`config.mk`:
```
export PLATFORM = sky130hd
export DESIGN_NAME = mem_arbiter
export DESIGN_NICKNAME = d
export VERILOG_FILES = /design/src/rtl/mem_arbiter.sv
export SDC_FILE = /design/constraint.sdc
export NUM_CORES = 1
export LEC_CHECK = 0
export CORE_AREA = 2 2 81 83
export CTS_BUF_LIST = sky130_fd_sc_hd__clkbuf_4
export DETAILED_ROUTE_END_ITERATION = 12
export DIE_AREA = 0 0 83 85
export PLACE_DENSITY_LB_ADDON = 0.08
export SETUP_SLACK_MARGIN = 0.1
export SLEW_MARGIN = 10
export SYNTH_ARGS = -nofsm -noshare
export SYNTH_HDL_FRONTEND = slang
export SYNTH_SLANG_ARGS = --single-unit
```
`constraint.sdc`:
```
create_clock -name clk -period 2.04 [get_ports clk]
set_input_delay 0.204 -clock clk [delete_from_list [all_inputs] [get_ports clk]]
set_output_delay 0.204 -clock clk [all_outputs]
set_load 0.01 [all_outputs]
```
`src/rtl/mem_arbiter.sv`:
```
// Two-requester memory arbiter: instruction fetch vs. data access, single-port
// memory with 1-cycle read latency, data priority with fetch anti-starvation.
module mem_arbiter #(
  parameter int ADDR_W       = 9,
  parameter int STARVE_LIMIT = 4
) (
  input  logic              clk,
  input  logic              reset,
  // instruction fetch port
  input  logic              if_req,
  input  logic [ADDR_W-1:0] if_addr,
  output logic              if_gnt,
  output logic              if_rvalid,
  output logic [31:0]       if_rdata,
  // data port
  input  logic              d_req,
  input  logic              d_we,
  input  logic [2:0]        d_func3,
  input  logic [ADDR_W-1:0] d_addr,
  input  logic [31:0]       d_wdata,
  output logic              d_gnt,
  output logic              d_rvalid,
  output logic [31:0]       d_rdata,
  // memory side
  output logic              mem_re,
  output logic              mem_we,
  output logic [ADDR_W-1:0] mem_addr,
  output logic [31:0]       mem_wdata,
  output logic [2:0]        mem_func3,
  input  logic [31:0]       mem_rdata,
  // pipeline control and debug
  output logic              stall_if,
  output logic [1:0]        dbg_state
);

  // Handshake: a request is accepted in the cycle where req=1 and gnt=1; the
  // requester holds req/addr/data until then and nothing unaccepted is latched.
  // Read data follows exactly one cycle after the accepting cycle.

  localparam int CNT_W = (STARVE_LIMIT < 1) ? 1 : $clog2(STARVE_LIMIT + 1);
  localparam logic [CNT_W-1:0] LIMIT = CNT_W'(STARVE_LIMIT);

  typedef enum logic [1:0] {
    S_IDLE  = 2'd0,
    S_RD_IF = 2'd1,
    S_RD_D  = 2'd2
  } state_e;

  state_e           state_q, state_d;
  logic [CNT_W-1:0] starve_q, starve_d;
  logic             fetch_wins;
  logic             gnt_if, gnt_d;

  // Grant decision: data normally wins; a fetch that has waited the limit wins.
  always_comb begin
    fetch_wins = if_req & (~d_req | (starve_q == LIMIT));
    gnt_if     = ~reset & fetch_wins;
    gnt_d      = ~reset & d_req & ~fetch_wins;
  end

  always_comb begin
    starve_d = starve_q;
    if (gnt_if || !if_req) begin
      starve_d = '0;
    end else if (gnt_d && (starve_q != LIMIT)) begin
      starve_d = starve_q + 1'b1;
    end
  end

  always_ff @(posedge clk) begin
    if (reset) begin
      starve_q <= '0;
    end else begin
      starve_q <= starve_d;
    end
  end

  // FSM state register
  always_ff @(posedge clk) begin
    if (reset) begin
      state_q <= S_IDLE;
    end else begin
      state_q <= state_d;
    end
  end

  // FSM next state: identical from every state, so a new read may be granted
  // in the same cycle the previous one returns.
  always_comb begin
    state_d = S_IDLE;
    if (gnt_if) begin
      state_d = S_RD_IF;
    end else if (gnt_d && !d_we) begin
      state_d = S_RD_D;
    end
  end

  // FSM outputs and memory command mux
  always_comb begin
    if_gnt    = gnt_if;
    d_gnt     = gnt_d;
    stall_if  = ~reset & if_req & ~gnt_if;
    if_rvalid = ~reset & (state_q == S_RD_IF);
    d_rvalid  = ~reset & (state_q == S_RD_D);
    if_rdata  = if_rvalid ? mem_rdata : 32'h0;
    d_rdata   = d_rvalid ? mem_rdata : 32'h0;
    dbg_state = state_q;

    mem_re    = 1'b0;
    mem_we    = 1'b0;
    mem_addr  = '0;
    mem_wdata = 32'h0;
    mem_func3 = 3'b000;
    if (gnt_if) begin
      mem_re    = 1'b1;
      mem_addr  = if_addr;
      mem_func3 = 3'b010;
    end else if (gnt_d) begin
      mem_re    = ~d_we;
      mem_we    = d_we;
      mem_addr  = d_addr;
      mem_wdata = d_wdata;
      mem_func3 = d_func3;
    end
  end

endmodule

```
# Word level (Yosys, flattened, before mapping)
# Cells that the tools add are included.
# classes
add_sub_neg,1
eq_ne,4
mux,14
n_bitwise,14
reduce_logical,7
# ops
op,count
two-way mux 32 bit,4
two-way mux 9 bit,2
AND 1 bit,8
two-way mux 3 bit,2
two-way mux 1 bit,5
inverter 1 bit,5
OR reduction 2 bit,2
adder 3 x 1 -> 3 bit (second input constant),1
== test 3 bit (second input constant),1
!= test 3 bit (second input constant),1
== test 2 x 1 -> 1 bit (second input constant),1
== test 2 bit (second input constant),1
logical AND 1 bit,2
zero test 1 bit,2
two-way mux 2 bit,1
logical OR 1 bit,1
bitwise OR 1 bit,1
# totals
register_bits,5
in_bits,90
out_inout_bits,117
word_cells,43

# Longest topological paths before layout
# Gate-level depths: netlist (run 1).
# depth
word_depth,8
ltp_mapped,6
mapped_depth_nobuf,5

# Least setup slack after synthesis (run 1)
# No wires, ideal clock.
# synth_timing
kind,reg-to-output
from,reg starve_q[0]
to,out mem_func3[0]
arrival_time_ns,1.367
slack_ns,0.469
path_stages_with_launch,7
n_path_buf,2
cell_sequence,dfxtp_1 > inv_1 > ha_1 > a311oi_2 > buf_4 > buf_4 > and2_1
# synth_via
elab_chain_len,7
word_cells_on_any_way,8
classes_between,1 x eq/ne; 2 x mux; 5 x bitwise
# synth_lines
element,line,text
"start, declared",50,"logic [CNT_W-1:0] starve_q, starve_d;"
"start signal, assigned",74,starve_q <= starve_d;
== test 3 bit (*),56,fetch_wins = if_req & (~d_req | (starve_q == LIMIT));
bitwise OR 1 bit (*),56,
AND 1 bit (*),56,
inverter 1 bit,58,gnt_d = ~reset & d_req & ~fetch_wins;
AND 1 bit,58,
two-way mux 3 bit,118,end else if (gnt_d) begin
two-way mux 3 bit (*),114,if (gnt_if) begin
"end, declared",29,"output logic [2:0] mem_func3,"
# Every way passes the cells marked *; elsewhere a longest branch is shown, timed or not.

# Worst setup path after layout (run 1)
# layout_timing
from,reg starve_q[0]
to,out mem_wdata[11]
# layout_via
elab_chain_len,7
word_cells_on_any_way,8
classes_between,1 x eq/ne; 2 x mux; 5 x bitwise
# layout_lines
element,line,text
== test 3 bit (*),56,
bitwise OR 1 bit (*),56,
AND 1 bit (*),56,
inverter 1 bit,58,
AND 1 bit,58,
two-way mux 32 bit,118,
two-way mux 32 bit (*),114,
"end, declared",28,"output logic [31:0] mem_wdata,"
# Marks and branches as above.

==> flow_summary.toml, run 1 <==
[logic_synthesis]
synth_compound_area_share_pct = 11.44
ys_ff_latch = 5
synth_cells = 147
yosys.area.top_type = "and2_1"
synth_top_family_by_area = "simple AND/OR/NAND/NOR gates"
ys_warn_count = 0
seq_area_frac_synth_pct = 9.840
synth_edf_count = 0
synth_cell_type_count = 17
synth_xor_xnor_area_share_pct = 0.8610
synthMuxAreaShare_pct = 0
post_synth_fa_ha_maj_area_fraction_pct = 2.460
ys_top_cells_by_count = "and2_1 (100), a22o_1 (9), clkbuf_1 (7), dfxtp_1 (5), inv_1 (5)"
netlist_top_cells_area = "and2_1 (62%), dfxtp_1 (9.8%), a22o_1 (7.7%)"
syn_area_per_cell_sq_um = 6.920
synth_top_cell_area_share_pct = 61.50
synthArstFlopShare_pct = 0
synthFlopType = "dfxtp_1"
synth.most_common_cell = "and2_1"
synthSimpleGateAreaFrac_pct = 67.53
syn_nets = 239
synth_area_sq_mm = 0.001017

[route]
routedWlPerCell_um = 13.88
drt_iter0_drc = 12
firstDrtPassIters = 4
viasPerCell = 4.018
drc_errors = 0
routed_wl_mm = 6.216
ant_nets = 0
vias = 1800

[power_and_ir_drop]
cellPowerDensity_mw_per_mm2 = 206.0
peakVddDrop_v = 0.0001624
p_leak_uw = 0.001892

[layout]
area_delta_synth_final_pct = 247.0
register_area_sq_um = 105.1
multi_input_area_sq_um = 957.2
fin_cells = 448
final_nets = 464
utilization_pct = 56.89
nFillCells = 636
num_antenna_cells = 0
drive_gt1_share_pct = 32.35

[global_route]
gr-total-overflow = 0
grt_antenna_before_repair = 0
grt_max_degree = 25
grt_first_pass_wirelength_mm = 8.818
grt_pass1_vias = 1783
grt_util_all_layers_pct = 15.44

[clocking]
cts.htree.levels = 1
ctsRootBufferMaster = "clkbuf_4"
clkLatencyLatePin_ps = 240
tritoncts = "yes"
clk_pin_slew_worst_paths_ps = 40
clockBufferDepth = 2
cts_made_buffers = 3
clock-sinks = 5

[setup_path]
rrSetupSlack_ps = 630
regToRegEndpoint = "dbg_state[1]"
cp-start-kind = "flip-flop"
r2r_cells = 6
required_ps = 1840
cp_max_fo = 6
criticalPathCategory = "flip-flop to output port"
arrival_ps = 1730
reg2reg_from = "starve_q[0]"
cp-startpoint = "starve_q[0]"
worst_setup_path_end_kind = "output port"

[placement]
dp.cells = 427
routabilityCongestion = 0.7822
hpwlAfterDp_mm = 4.709
pre_cts_ws_ps = -178.5
portBuffers = 206

[sta]
whs_ps = 506.3
finClkSkew_ps = 1.928
fmaxAchievable_mhz = 517.6
min_period_over_period_pct = 94.70
drv_slew = 0
fin_ws_ps = 108.0
fin_crit_ps = 1932
final-setup-viol-count = 0
grt_setup_unrepaired = "yes"
hold_violations = 0
worstMarginPinSlew_ps = 290.9
maxSlewHeadroom_pct = 80.61

[floorplanning]
boundaryPins = 207
die_w_um = 83
core_sq_mm = 0.006205
die_h_um = 85
start_util_pct = 16.39
num_rows = 29
die_area_sq_mm = 0.007055

[worst_hold_path]
hold_path_class = "input port to flip-flop"
min_to = "dbg_state[0]"
min_from = "reset"
min_path_cells = 3

[run]
max_cap_viol_count = 0

[status]
outcome = "completed"
## worst max-delay path by stage
stage	end	slack (ps)	cells past startpoint
4_1_cts	mem_wdata[26]	50	7
3_3_place_gp	mem_addr[4]	-180	6
2_1_floorplan	mem_func3[0]	470	6
5_1_grt	mem_addr[0]	40	7
6_report	mem_wdata[11]	110	7
3_5_place_dp	if_rdata[9]	-180	6
## critical path, cell delays in order (launching register included)
cell and delay (ps):
dfxtp_2 330, inv_2 40, ha_4 160, a311oi_4 340, buf_6 210, clkbuf_16 160, and2_1 120, buf_2 120
## sequential cells by signal, indices dropped and copies added, names as in the netlist
| register | flops |
|---|---|
| starve_q | 3 |
| dbg_state | 2 |
## layout make-up
cell class                 count  share of cell area, %
multi-input combinational    125                  27.12
sequential                     5                  2.978
clock buffer                   4                 0.8508
timing repair buffer         232                  65.79
inverter                       5                 0.5317
tap                           77                  2.730
## per-layer routing
layer,vias to the layer above,track usage [%],part of all wire (%)
met3,6,6.323,11
met2,126,31.45,55
met5,-,0,0
met1,761,14.14,32
met4,0,3.428,1.4
li1,907,-,-
## repair_timing
item,in CTS,in global routing
endpoints found under the hold margin,0,0
setup endpoints to repair,115,43
hold buffers,0,0
resized for setup,235,108
setup buffers,6,1
pin swaps,4,31
gates cloned,5,5
## power breakdown
part	internal, uW	switching [uW]
Sequential	101	2.83
Combinational	343	155
Clock	87.1	38.7
## cell usage in the layout (no fill, tap or decap), drive strengths merged
| cell type | instances |
|---|---|
| and2 | 100 |
| clkdlybuf4s50 | 92 |
| buf | 68 |
| dlygate4sd2 | 67 |
| a22o | 9 |
| clkbuf | 9 |
| dfxtp | 5 |
| inv | 5 |
| nor2b | 3 |
| a21o | 2 |
| nor3b | 2 |
| nor2 | 2 |
| ha | 2 |
| a21boi | 1 |
| a311oi | 1 |
| nand2 | 1 |
| and3 | 1 |
| xnor2 | 1 |
## cell families after synthesis
family,count (synthesis)
fa+ha+maj,2
flops,5
compound gates,13
xor+xnor,1
simple gates,109
buf+inv,17
## through the flow
stage	power (uW)	TNS, ps	instance area (sq um)
after global routing	776.0	0	3530
after global placement	542.3	-14650	3218
after detailed placement	541.3	-15020	3218
after floorplan	218.4	0	1017
final	727.1	0	3530
after CTS	667.2	0	3316
Note: power is estimated with default switching activity, not from simulation.
==> run 2: changes to the inputs <==
--- a/config.mk
+++ b/config.mk
@@ -6,7 +6,6 @@
 export NUM_CORES = 1
 export LEC_CHECK = 0
 export CORE_AREA = 2 2 81 83
-export CTS_BUF_LIST = sky130_fd_sc_hd__clkbuf_4
 export DETAILED_ROUTE_END_ITERATION = 12
 export DIE_AREA = 0 0 83 85
 export PLACE_DENSITY_LB_ADDON = 0.08
==> run 2 against run 1 <==
Sequential share of layout area up 0.13 points. Fmax down 0.79%. Total power up 1.8%. First-iteration DRC count up 33%. Global-route usage up 0.67 points. Critical path depth up 1. Utilization down 3.0 points. Count of clock-buffer cells in the layout unchanged. Setup slack worse by 15 ps. Largest power group unchanged.
==> flow_summary.toml, run 2 (synthesis results as in run 1) <==
[sta]
whs_ps = 500.8
fin_tns_setup_ps = 0
drv_slew = 0
finClkSkew_ps = 0.8045
fin_crit_ps = 1947
final-setup-viol-count = 0
hold_violations = 0
grt_setup_unrepaired = "yes"
min_period_over_period_pct = 95.46
fmaxAchievable_mhz = 513.5
worstMarginPinSlew_ps = 286.7
maxSlewHeadroom_pct = 80.88

[route]
routed_wl_mm = 6.131
firstDrtPassIters = 4
routedWlPerCell_um = 13.72
vias = 1805
top_layer = "met4"
drt_iter0_drc = 16
ant_nets = 0
wl_met2_mm = 3.433
wl_met1_mm = 1.958
dr_wl_met3_um = 674
drc_errors = 0
viasPerCell = 4.038

[floorplanning]
boundaryPins = 207
start_util_pct = 16.39
die_h_um = 85
die_area_sq_mm = 0.007055
die_w_um = 83
core_sq_mm = 0.006205
num_rows = 29

[clocking]
clock-sinks = 5
cts.htree.levels = 1
ctsRootBufferMaster = "clkbuf_8"
clkLatencyLatePin_ps = 220
clk_pin_slew_worst_paths_ps = 30
clockBufferDepth = 2
cts_made_buffers = 3
tritoncts = "yes"

[layout]
drive_gt1_share_pct = 25.41
layout_commonest_cell = "clkdlybuf4s50_1"
final_nets = 463
top_register = "starve_q"
largest_reg_flops = 3
num_antenna_cells = 0
area_delta_synth_final_pct = 228.7
layout_common_cells = "clkdlybuf4s50_1 (92), and2_1 (90), dlygate4sd2_1 (67), buf_2 (35), buf_6 (16)"

[setup_path]
cp_max_fo = 6
arrival_ps = 1740
worst_setup_path_end_kind = "output port"
rrSetupSlack_ps = 670
cp-start-kind = "flip-flop"
required_ps = 1840
criticalPathCategory = "flip-flop to output port"

[placement]
portBuffers = 206
hpwlAfterDp_mm = 4.709
routabilityCongestion = 0.7822

[power_and_ir_drop]
cellPowerDensity_mw_per_mm2 = 221.4
peakVddDrop_v = 0.0002156
p_total_uw = 740.3
p_leak_uw = 0.001833

[global_route]
grt_max_degree = 18
grt_util_all_layers_pct = 16.11
gr-total-overflow = 0
grt_antenna_before_repair = 0
grt_first_pass_wirelength_mm = 9.149
grt_pass1_vias = 1797

[worst_hold_path]
hold_path_class = "flip-flop to flip-flop"

[run]
max_cap_viol_count = 0

[status]
outcome = "completed"
run 2: worst paths after layout:
| check | start | endpoint | cells after the start |
|---|---|---|---|
| worst max-delay path | starve_q[1] | mem_wdata[15] | 8 |
| worst min-delay path | starve_q[0] | starve_q[0] | 2 |
| worst max register to register | starve_q[1] | dbg_state[1] | 6 |
| worst min register to register | starve_q[0] | starve_q[0] | 2 |
run 2: what timing repair did:
item                       CTS  global route
cloned                       8             0
gates resized for setup    256            40
hold buffers                 0             0
setup endpoints to repair  115            25
pin swaps                    3            12
buffers inserted             7             1
run 2: through the flow:
step	utilization, %	cells	instance area (sq um)	setup slack [ps]
after CTS	52.93	446	3284	14.45
final	53.88	447	3343	92.69
after detailed placement	51.87	427	3218	-178.5
after global routing	53.88	447	3343	16.75
after global placement	51.87	427	3218	-178.0
after floorplan	-	147	1017	469.3
run 2: cell type report:
type | instances | area (sq um)
fillers | 657 | 2861
repair buffers | 231 | 2178
multi-input cells | 125 | 900.9
flip-flops and latches | 5 | 103.9
well taps | 77 | 96.34
clock buffers | 4 | 45.04
inverters | 5 | 18.77
run 2: metal layers:
layer | GRT usage (%) | up-vias
met5 | 0 | -
met4 | 3.428 | 0
met3 | 6.615 | 4
met2 | 33.72 | 130
met1 | 14.09 | 764
li1 | - | 907
run 2: where the power goes:
group,internal (uW),switching (uW),total (uW)
Sequential,101,2.78,104
Combinational,310,147,457
Clock,134,45.0,179
Total,545,195,740
run 2: worst max-delay path, cell delays in order, from the launching register on:
cell,delay (ps)
dfxtp_2,320
inv_2,40
ha_4,160
a311oi_4,340
buf_6,210
buf_6,120
buf_16,110
and2_4,130
buf_6,90
